==> src/rtl/alu_seq_pkg.sv <==
// ---------------------------------------------------------------
// alu_seq_pkg : function codes, FSM states, latencies for alu_seq_w
// Rev 1.0
// ---------------------------------------------------------------
`default_nettype none

package alu_seq_pkg;

  localparam logic [4:0] FS_PASS_S = 5'h00;
  localparam logic [4:0] FS_PASS_T = 5'h01;
  localparam logic [4:0] FS_ADD    = 5'h02;
  localparam logic [4:0] FS_ADDU   = 5'h03;
  localparam logic [4:0] FS_SUB    = 5'h04;
  localparam logic [4:0] FS_SUBU   = 5'h05;
  localparam logic [4:0] FS_SLT    = 5'h06;
  localparam logic [4:0] FS_SLTU   = 5'h07;
  localparam logic [4:0] FS_AND    = 5'h08;
  localparam logic [4:0] FS_OR     = 5'h09;
  localparam logic [4:0] FS_XOR    = 5'h0A;
  localparam logic [4:0] FS_NOR    = 5'h0B;
  localparam logic [4:0] FS_SRL    = 5'h0C;
  localparam logic [4:0] FS_SRA    = 5'h0D;
  localparam logic [4:0] FS_SLL    = 5'h0E;
  localparam logic [4:0] FS_MULU   = 5'h1C;
  localparam logic [4:0] FS_DIVU   = 5'h1D;
  localparam logic [4:0] FS_MUL    = 5'h1E;
  localparam logic [4:0] FS_DIV    = 5'h1F;

  typedef enum logic [2:0] {
    S_IDLE = 3'd0,
    S_MUL  = 3'd1,
    S_DIV  = 3'd2,
    S_FIX  = 3'd3,
    S_DONE = 3'd4
  } state_e;

  localparam int LAT_SINGLE = 1;

  function automatic int lat_mul(input int w);
    return w + 1;
  endfunction

  function automatic int lat_div(input int w);
    return w + 2;
  endfunction

  // 1C..1F: bit0 selects divide, bit1 selects signed
  function automatic logic is_muldiv(input logic [4:0] fs);
    return fs[4:2] == 3'b111;
  endfunction

endpackage

`default_nettype wire

==> src/rtl/iter_muldiv_w.sv <==
// ---------------------------------------------------------------
// iter_muldiv_w : bit-serial shift-add multiply / restoring divide
// Rev 1.0
// ---------------------------------------------------------------
`default_nettype none

module iter_muldiv_w #(
  parameter int W = 32
) (
  input  logic         clk,
  input  logic         reset_n,
  input  logic         load,
  input  logic         div,
  input  logic         sgn,
  input  logic [W-1:0] a,
  input  logic [W-1:0] b,
  output logic [W-1:0] hi,
  output logic [W-1:0] lo,
  output logic         fin
);

  localparam int CW = $clog2(W);

  logic [2*W-1:0] acc_q, acc_d;
  logic [W-1:0]   m_q, m_d;
  logic [CW-1:0]  cnt_q, cnt_d;
  logic           run_q, run_d;
  logic           fix_q, fix_d;
  logic           div_q, div_d;
  logic           qneg_q, qneg_d;
  logic           rneg_q, rneg_d;
  logic           dz_q, dz_d;

  logic           a_neg, b_neg;
  logic [W-1:0]   a_mag, b_mag;
  logic [W-1:0]   mul_add;
  logic [W:0]     mul_sum;
  logic [W:0]     rem_sh;
  logic [W:0]     rem_new;
  logic           ge;
  logic [W-1:0]   q_raw, r_raw;
  logic [2*W-1:0] acc_out;

  always_comb begin
    a_neg   = sgn && a[W-1];
    b_neg   = sgn && b[W-1];
    a_mag   = a_neg ? -a : a;
    b_mag   = b_neg ? -b : b;
    mul_add = acc_q[0] ? m_q : {W{1'b0}};
    mul_sum = {1'b0, acc_q[2*W-1:W]} + {1'b0, mul_add};
    rem_sh  = {acc_q[2*W-1:W], acc_q[W-1]};
    ge      = rem_sh >= {1'b0, m_q};
    rem_new = ge ? (rem_sh - {1'b0, m_q}) : rem_sh;
    q_raw   = acc_q[W-1:0];
    r_raw   = acc_q[2*W-1:W];

    acc_d  = acc_q;
    m_d    = m_q;
    cnt_d  = cnt_q;
    run_d  = run_q;
    fix_d  = fix_q;
    div_d  = div_q;
    qneg_d = qneg_q;
    rneg_d = rneg_q;
    dz_d   = dz_q;

    if (load) begin
      acc_d  = {{W{1'b0}}, a_mag};
      m_d    = b_mag;
      cnt_d  = '0;
      run_d  = 1'b1;
      fix_d  = 1'b0;
      div_d  = div;
      qneg_d = a_neg ^ b_neg;
      rneg_d = a_neg;
      dz_d   = (b == '0);
    end else if (run_q) begin
      if (div_q) begin
        acc_d = {rem_new[W-1:0], acc_q[W-2:0], ge};
      end else begin
        acc_d = {mul_sum, acc_q[W-1:1]};
      end
      cnt_d = cnt_q + CW'(1);
      if (cnt_q == CW'(W-1)) begin
        run_d = 1'b0;
        fix_d = div_q;
      end
    end else if (fix_q) begin
      // A zero divisor leaves |s| as remainder, so the remainder sign fix restores s itself
      fix_d = 1'b0;
      acc_d = {rneg_q ? -r_raw : r_raw,
               dz_q ? {W{1'b1}} : (qneg_q ? -q_raw : q_raw)};
    end
  end

  always_ff @(posedge clk) begin
    if (!reset_n) begin
      acc_q  <= '0;
      m_q    <= '0;
      cnt_q  <= '0;
      run_q  <= 1'b0;
      fix_q  <= 1'b0;
      div_q  <= 1'b0;
      qneg_q <= 1'b0;
      rneg_q <= 1'b0;
      dz_q   <= 1'b0;
    end else begin
      acc_q  <= acc_d;
      m_q    <= m_d;
      cnt_q  <= cnt_d;
      run_q  <= run_d;
      fix_q  <= fix_d;
      div_q  <= div_d;
      qneg_q <= qneg_d;
      rneg_q <= rneg_d;
      dz_q   <= dz_d;
    end
  end

  // Products are sign-corrected on the way out; quotients were already fixed in place
  assign acc_out = (!div_q && qneg_q) ? -acc_q : acc_q;
  assign hi      = acc_out[2*W-1:W];
  assign lo      = acc_out[W-1:0];
  assign fin     = run_q && (cnt_q == CW'(W-1));

endmodule

`default_nettype wire

==> src/rtl/alu_seq_w.sv <==
// ---------------------------------------------------------------
// alu_seq_w : multi-cycle ALU top (single-cycle unit, FSM, flags)
// Rev 1.0
// ---------------------------------------------------------------
`default_nettype none

module alu_seq_w
  import alu_seq_pkg::*;
#(
  parameter int W   = 32,
  parameter int SHW = $clog2(W)
) (
  input  logic           clk,
  input  logic           reset_n,
  input  logic           start,
  input  logic [4:0]     fs,
  input  logic [SHW-1:0] shamt,
  input  logic [W-1:0]   s,
  input  logic [W-1:0]   t,
  output logic           busy,
  output logic           done,
  output logic [W-1:0]   y_hi,
  output logic [W-1:0]   y_lo,
  output logic           c,
  output logic           v,
  output logic           n,
  output logic           z,
  output logic           dz
);

  state_e         state_q, state_d;
  logic [4:0]     fs_q, fs_d;
  logic [SHW-1:0] shamt_q, shamt_d;
  logic [W-1:0]   s_q, s_d;
  logic [W-1:0]   t_q, t_d;
  logic           busy_q, busy_d;
  logic           done_q, done_d;
  logic [W-1:0]   y_hi_q, y_hi_d;
  logic [W-1:0]   y_lo_q, y_lo_d;
  logic           c_q, c_d;
  logic           v_q, v_d;
  logic           n_q, n_d;
  logic           z_q, z_d;
  logic           dz_q, dz_d;

  logic           accept;
  logic           md_load;
  logic [W-1:0]   md_hi, md_lo;
  logic           md_fin;

  logic [W:0]     add_w, sub_w;
  logic [SHW-1:0] shm1;
  logic [W-1:0]   srl_src, sll_src;
  logic           sh_zero;
  logic [W-1:0]   sc_y;
  logic           sc_c, sc_v;

  assign accept  = start && !busy_q;
  assign md_load = accept && is_muldiv(fs);

  iter_muldiv_w #(.W(W)) u_muldiv (
    .clk     (clk),
    .reset_n (reset_n),
    .load    (md_load),
    .div     (fs[0]),
    .sgn     (fs[1]),
    .a       (s),
    .b       (t),
    .hi      (md_hi),
    .lo      (md_lo),
    .fin     (md_fin)
  );

  // Single-cycle unit works on the operands latched at accept
  always_comb begin
    add_w   = {1'b0, s_q} + {1'b0, t_q};
    sub_w   = {1'b0, s_q} + {1'b0, ~t_q} + (W+1)'(1);
    shm1    = shamt_q - SHW'(1);
    srl_src = t_q >> shm1;
    sll_src = t_q << shm1;
    sh_zero = (shamt_q == '0);
    sc_y    = '0;
    sc_c    = 1'b0;
    sc_v    = 1'b0;
    case (fs_q)
      FS_PASS_S: sc_y = s_q;
      FS_PASS_T: sc_y = t_q;
      FS_ADD: begin
        sc_y = add_w[W-1:0];
        sc_c = add_w[W];
        sc_v = (s_q[W-1] == t_q[W-1]) && (add_w[W-1] != s_q[W-1]);
      end
      FS_ADDU: begin
        sc_y = add_w[W-1:0];
        sc_c = add_w[W];
      end
      FS_SUB: begin
        sc_y = sub_w[W-1:0];
        sc_c = sub_w[W];
        sc_v = (s_q[W-1] != t_q[W-1]) && (sub_w[W-1] != s_q[W-1]);
      end
      FS_SUBU: begin
        sc_y = sub_w[W-1:0];
        sc_c = sub_w[W];
      end
      FS_SLT:  sc_y = {{(W-1){1'b0}}, $signed(s_q) < $signed(t_q)};
      FS_SLTU: sc_y = {{(W-1){1'b0}}, s_q < t_q};
      FS_AND:  sc_y = s_q & t_q;
      FS_OR:   sc_y = s_q | t_q;
      FS_XOR:  sc_y = s_q ^ t_q;
      FS_NOR:  sc_y = ~(s_q | t_q);
      FS_SRL: begin
        sc_y = t_q >> shamt_q;
        sc_c = !sh_zero && srl_src[0];
      end
      FS_SRA: begin
        sc_y = $unsigned($signed(t_q) >>> shamt_q);
        sc_c = !sh_zero && srl_src[0];
      end
      FS_SLL: begin
        sc_y = t_q << shamt_q;
        sc_c = !sh_zero && sll_src[W-1];
      end
      default: sc_y = '0;
    endcase
  end

  always_comb begin
    state_d = state_q;
    fs_d    = fs_q;
    shamt_d = shamt_q;
    s_d     = s_q;
    t_d     = t_q;
    busy_d  = busy_q;
    done_d  = 1'b0;
    y_hi_d  = y_hi_q;
    y_lo_d  = y_lo_q;
    c_d     = c_q;
    v_d     = v_q;
    n_d     = n_q;
    dz_d    = dz_q;

    case (state_q)
      S_IDLE: begin
        if (done_q) begin
          busy_d = 1'b0;
        end
        if (accept) begin
          fs_d    = fs;
          shamt_d = shamt;
          s_d     = s;
          t_d     = t;
          busy_d  = 1'b1;
          if (is_muldiv(fs)) begin
            state_d = fs[0] ? S_DIV : S_MUL;
          end else begin
            state_d = S_DONE;
          end
        end
      end
      S_MUL: if (md_fin) state_d = S_DONE;
      S_DIV: if (md_fin) state_d = S_FIX;
      S_FIX: state_d = S_DONE;
      S_DONE: begin
        done_d  = 1'b1;
        state_d = S_IDLE;
        if (is_muldiv(fs_q)) begin
          y_hi_d = md_hi;
          y_lo_d = md_lo;
          c_d    = 1'b0;
          v_d    = (fs_q == FS_DIV) && (s_q == {1'b1, {(W-1){1'b0}}})
                   && (t_q == {W{1'b1}});
          n_d    = fs_q[0] ? md_lo[W-1] : md_hi[W-1];
          dz_d   = fs_q[0] && (t_q == '0);
        end else begin
          y_hi_d = '0;
          y_lo_d = sc_y;
          c_d    = sc_c;
          v_d    = sc_v;
          n_d    = sc_y[W-1];
          dz_d   = 1'b0;
        end
      end
      default: state_d = S_IDLE;
    endcase

    // Registered alongside y so z is cleared by reset like the other flags
    z_d = (y_hi_d == '0) && (y_lo_d == '0);
    if (state_q != S_DONE) begin
      z_d = z_q;
    end
  end

  always_ff @(posedge clk) begin
    if (!reset_n) begin
      state_q <= S_IDLE;
      fs_q    <= '0;
      shamt_q <= '0;
      s_q     <= '0;
      t_q     <= '0;
      busy_q  <= 1'b0;
      done_q  <= 1'b0;
      y_hi_q  <= '0;
      y_lo_q  <= '0;
      c_q     <= 1'b0;
      v_q     <= 1'b0;
      n_q     <= 1'b0;
      z_q     <= 1'b0;
      dz_q    <= 1'b0;
    end else begin
      state_q <= state_d;
      fs_q    <= fs_d;
      shamt_q <= shamt_d;
      s_q     <= s_d;
      t_q     <= t_d;
      busy_q  <= busy_d;
      done_q  <= done_d;
      y_hi_q  <= y_hi_d;
      y_lo_q  <= y_lo_d;
      c_q     <= c_d;
      v_q     <= v_d;
      n_q     <= n_d;
      z_q     <= z_d;
      dz_q    <= dz_d;
    end
  end

  assign busy = busy_q;
  assign done = done_q;
  assign y_hi = y_hi_q;
  assign y_lo = y_lo_q;
  assign c    = c_q;
  assign v    = v_q;
  assign n    = n_q;
  assign z    = z_q;
  assign dz   = dz_q;

endmodule

`default_nettype wire

==> config.mk <==
export PLATFORM = sky130hd
export DESIGN_NAME = alu_seq_w
export DESIGN_NICKNAME = d
export VERILOG_FILES = /design/src/rtl/alu_seq_pkg.sv /design/src/rtl/iter_muldiv_w.sv /design/src/rtl/alu_seq_w.sv
export SDC_FILE = /design/constraint.sdc
export NUM_CORES = 2
export LEC_CHECK = 0
export BUFFER_PORTS_ARGS = -buffer_cell sky130_fd_sc_hd__buf_2
export CAP_MARGIN = 40
export CORE_ASPECT_RATIO = 1.4
export CORE_MARGIN = 10
export CORE_UTILIZATION = 64
export CTS_BUF_LIST = sky130_fd_sc_hd__clkbuf_16
export DETAILED_ROUTE_END_ITERATION = 6
export GPL_TIMING_DRIVEN = 0
export PLACE_DENSITY_LB_ADDON = 0.25
export SYNTH_ARGS = -nofsm -noshare
export SYNTH_HDL_FRONTEND = slang
export SYNTH_SLANG_ARGS = --single-unit
==> constraint.sdc <==
create_clock -name clk -period 4.98 [get_ports clk]
set_input_delay 0.996 -clock clk [delete_from_list [all_inputs] [get_ports clk]]
set_output_delay 0.996 -clock clk [all_outputs]
set_load 0.01 [all_outputs]
==> results of run 1 <==
per-stage QoR:
| step | hold WS, ns | worst slack (ns) | setup TNS (ns) | cells |
|---|---|---|---|---|
| after CTS | 0.472 | -0.0320 | -0.0320 | 4835 |
| after detailed placement | 0.464 | -0.976 | -4.01 | 4789 |
| after global placement | 0.442 | -1.57 | -5.49 | 4765 |
| after floorplan | 0.432 | 1.04 | 0 | 4008 |
kinds of logic after synthesis:
group                    share of synthesized area
AO/OA/AOI/OAI                                0.274
XOR/XNOR                                    0.0719
adder cells (fa/ha/maj)                     0.0775
buffers and inverters                       0.0682
flip-flops                                   0.175
multiplexers                                 0.106
AND/OR/NAND/NOR                              0.227
per-layer routing:
metal  GRT usage  GRT overflow
met5      0.0597             0
met3       0.392             0
met2       0.846             7
met4       0.631             2
met1       0.603             0
==> flow_summary.toml, run 1 <==
[status]
outcome = "aborted with a tool error"
failed_stage = "5_1_grt"
error = "[ERROR GRT-0116] Global routing finished with congestion. Check the congestion regions in the DRC Viewer."

[placement]
dp_hpwl_mm = 123
port_buffers = 146
place_area_mm2 = 0.0308
globalplace.congestion = 1.34

[cts]
max-clock-path-buffers = 3
cts_root_buffer = "clkbuf_16"
cts_resized = 45
ctsHoldBuffers = 0
htree_levels = 1
cts.sinks = 255
cts_setup_buffers = 0
numCtsBuffers = 27

[synth]
synth_edf_count = 0
ys_ff_latch = 255
synth_area_leader_cell = "dfxtp_1"
synth-warning-count = 0
ys_types = 94
syn-num-nets = 4263
syn_area_per_cell_um2 = 7.27
netlist_top_cells_count = "nor2_1 (442), nand2_1 (421), a21oi_1 (385), clkbuf_1 (285), dfxtp_1 (255)"
seq_area_frac_synth = 0.175
synth_area_leaders = "dfxtp_1 (18%), ha_1 (7.5%), a21oi_1 (6.6%)"
syn_inst = 4008
synth-async-reset-ratio = 0
synth_area_mm2 = 0.0291
yosys.area.top_type_share = 0.175
synth_flop_cell = "dfxtp_1"
synth.most_common_cell = "nor2_1"

[floorplan]
io_pins = 148
row_count = 92
start_util = 0.647
dieWidth_um = 200
die_h_um = 272

[grt]
grt_max_degree = 15
grt_util_all_layers = 0.615
gr-total-overflow = 9
grt_pass1_wl_mm = 253
grt_pass1_vias = 37500
==> run 2: changes to the inputs <==
Settings changed: CORE_ASPECT_RATIO 1.4 to not set, CORE_UTILIZATION 64 to 40, CTS_BUF_LIST sky130_fd_sc_hd__clkbuf_16 to not set, PLACE_DENSITY_LB_ADDON 0.25 to 0.15.
==> run 2 against run 1 <==
Synthesized cell count stayed put. Synthesized area is the same. The flow now finishes, with violations (DRC, setup timing).
==> flow_summary.toml, run 2 <==
[cts]
cts.sinks = 255
cts_root_buffer = "clkbuf_16"
ctsHoldBuffers = 0
clock_latency_ns = 0.62
numCtsBuffers = 36
htree_levels = 2
cts_tree = "built"
clkTransAtPathRegs_ns = 0.06
max-clock-path-buffers = 3

[synth]
syn-num-nets = 4263
synth-async-reset-ratio = 0
synth.most_common_cell = "nor2_1"
syn_inst = 4008
synth-warning-count = 0
seq_area_frac_synth = 0.175
synth-simple-area-share = 0.227
ys_ff_latch = 255
synth_mux_area_frac = 0.106
synth_area_leaders = "dfxtp_1 (18%), ha_1 (7.5%), a21oi_1 (6.6%)"
synthAdderAreaFrac = 0.0775
synth_compound_area_frac = 0.274
synth_edf_count = 0
synth_area_leader_cell = "dfxtp_1"
syn_area_per_cell_um2 = 7.27
synth_flop_cell = "dfxtp_1"
netlist_top_cells_count = "nor2_1 (442), nand2_1 (421), a21oi_1 (385), clkbuf_1 (285), dfxtp_1 (255)"
yosys.area.top_type_share = 0.175
synth_top_family_by_area = "compound AO/OA/AOI/OAI gates"
synthXorXnorAreaFrac = 0.0719
synth_area_mm2 = 0.0291
ys_types = 94

[setup_path]
path_max_fanout = 10
critPathCaptureType = "flop"
start_kind = "flop"
criticalPathCategory = "reg -> reg"
arrival_ns = 5.78
rrSetupSlack_ns = -0.26
required_ns = 5.52

[placement]
dp.cells = 5158
port_buffers = 146
place_area_mm2 = 0.0316
dp_slack_ns = -1.00
dp_hpwl_mm = 141
globalplace.congestion = 1.10

[grt]
grt_max_degree = 14
grt_pass1_vias = 32800
grt_pass1_wl_mm = 247
antenna_found_initial = 14
grt_util_all_layers = 0.395
gr-total-overflow = 0

[power]
p_int_mw = 5.75
p_clk_frac = 0.244
p_leak_nw = 12.4
max-vdd-ir-drop_v = 0.000249
fin_total_pwr_mw = 11.4
switching_share = 0.498
p_per_area_mw_per_mm2 = 346
power_frac_comb = 0.531
switchingPower_mw = 5.69
p_seq_frac = 0.225

[timing]
min_period_ns = 5.24
worst_slack_ns = -0.263
fmaxAchievable_mhz = 191
hold_violations = 0
finClkSkew_ns = 0.0398
drv_slew = 0
setup_viol = 1
fin_crit_sh = 1.05
relSlewSlack = 0.262
rsz0062_at_grt = "true"
tightest_slew_ns = 1.11

[layout]
final_cells = 5232
finish.instance_area_mm2 = 0.0331
area_growth_pct = 13.7
fillers = 7595
drive_gt1_frac = 0.116
nNetsFinal = 4504
largest_register = "u_muldiv.acc_q"
final_common_cell = "nor2_1"
largest_reg_flops = 64
post-route-util = 0.461
most-common-layout-cells = "nor2_1 (441), nand2_1 (421), a21oi_1 (384)"

[detailed_routing]
antenna_left = 0
drtIter0Drc = 5759
route.detailed.drc = 3
firstDrtPassIters = 7
post_drt_wl_per_cell_um = 33.7
drt-vias-per-instance = 6.81
drt_wl_total_mm = 176
dr_total_vias = 35600

[floorplan]
dieWidth_um = 290
die_h_um = 290
start_util = 0.405
dieArea_mm2 = 0.0840
io_pins = 148
row_count = 98
core_area_mm2 = 0.0719

[flow_run]
maxCapViolCount = 0

[status]
violations = "DRC, setup timing"
outcome = "complete, but fails checks"

[hold_path]
min_path_type = "reg -> reg"
==> run 2: kinds of logic (layout without fill, tap and decap cells) <==
family                   count (synthesis)  in the layout
buffers and inverters                  518            787
flip-flops                             255            255
AO/OA/AOI/OAI                         1210           1210
adder cells (fa/ha/maj)                178            178
XOR/XNOR                               239            239
multiplexers                           209            209
AND/OR/NAND/NOR                       1399           1399
other                                    0              5
==> run 2: layout make-up <==
| class | count | area (µm²) | share of cell area |
|---|---|---|---|
| Multi-Input combinational cell | 3235 | 22200 | 0.671 |
| Sequential cell | 255 | 5120 | 0.155 |
| Buffer | 344 | 1390 | 0.0420 |
| Timing Repair Buffer | 205 | 1310 | 0.0395 |
| Tap cell | 950 | 1190 | 0.0359 |
| Clock buffer | 42 | 943 | 0.0285 |
| Inverter | 172 | 646 | 0.0195 |
| Clock inverter | 24 | 299 | 0.00903 |
| Antenna cell | 5 | 12.5 | 0.000378 |
==> run 2: critical path, cell delays in order (launching register included) <==
cell and delay [ns]:
dfxtp_1 0.33, buf_1 0.49, clkbuf_1 0.59, nor2b_1 0.28, a222oi_1 0.74, o22ai_1 0.24, nand2_1 0.12, o21ai_0 0.32
nor4_1 0.83, or4b_1 0.53, o221ai_1 0.24, and4b_1 0.24, nand4_1 0.10, o21ai_1 0.14
==> run 2: path summary, 6_finish.rpt <==
| kind | startpoint | depth (start not counted) | to |
|---|---|---|---|
| max | shamt_q[2]$_SDFFE_PN0P_ | 13 | z$_SDFFE_PN0P_ |
| min | y_hi[18]$_SDFF_PN0_ | 2 | y_hi[18]$_SDFF_PN0_ |
| max reg2reg | shamt_q[2]$_SDFFE_PN0P_ | 13 | z$_SDFFE_PN0P_ |
| min reg2reg | y_hi[18]$_SDFF_PN0_ | 2 | y_hi[18]$_SDFF_PN0_ |
==> run 2: power groups by stage <==
stage | Combinational [mW] | Sequential [mW] | Clock, mW
after floorplan | 3.56 | 2.40 | 0
after global placement | 5.59 | 2.57 | 0
after detailed placement | 5.65 | 2.57 | 0
after CTS | 5.76 | 2.53 | 2.82
after global routing | 6.31 | 2.56 | 2.88
final | 6.08 | 2.57 | 2.80
==> run 2: what timing repair did <==
action                                 in CTS  in global routing
setup endpoints to repair                  11                 29
endpoints found under the hold margin       0                  0
pin swaps                                   4                  0
resized for setup                          55                 28
setup buffers                               3                  0
==> run 2: routing by layer <==
| metal | GRT usage | vias up | routed length, µm |
|---|---|---|---|
| met4 | 0.218 | 10 | 11700 |
| met5 | 0 | - | 66 |
| li1 | - | 15200 | - |
| met3 | 0.132 | 521 | 24200 |
| met2 | 0.543 | 2676 | 68800 |
| met1 | 0.529 | 17200 | 71600 |
==> run 2: stage by stage <==
stage	setup TNS, ns	hold WS (ns)
floorplan	0	0.432
global placement	-10.10	0.441
detailed placement	-5.22	0.449
CTS	-0.00714	0.456
global route	-0.199	0.476
finish	-0.263	0.457
Note: power is estimated with default switching activity, not from simulation.
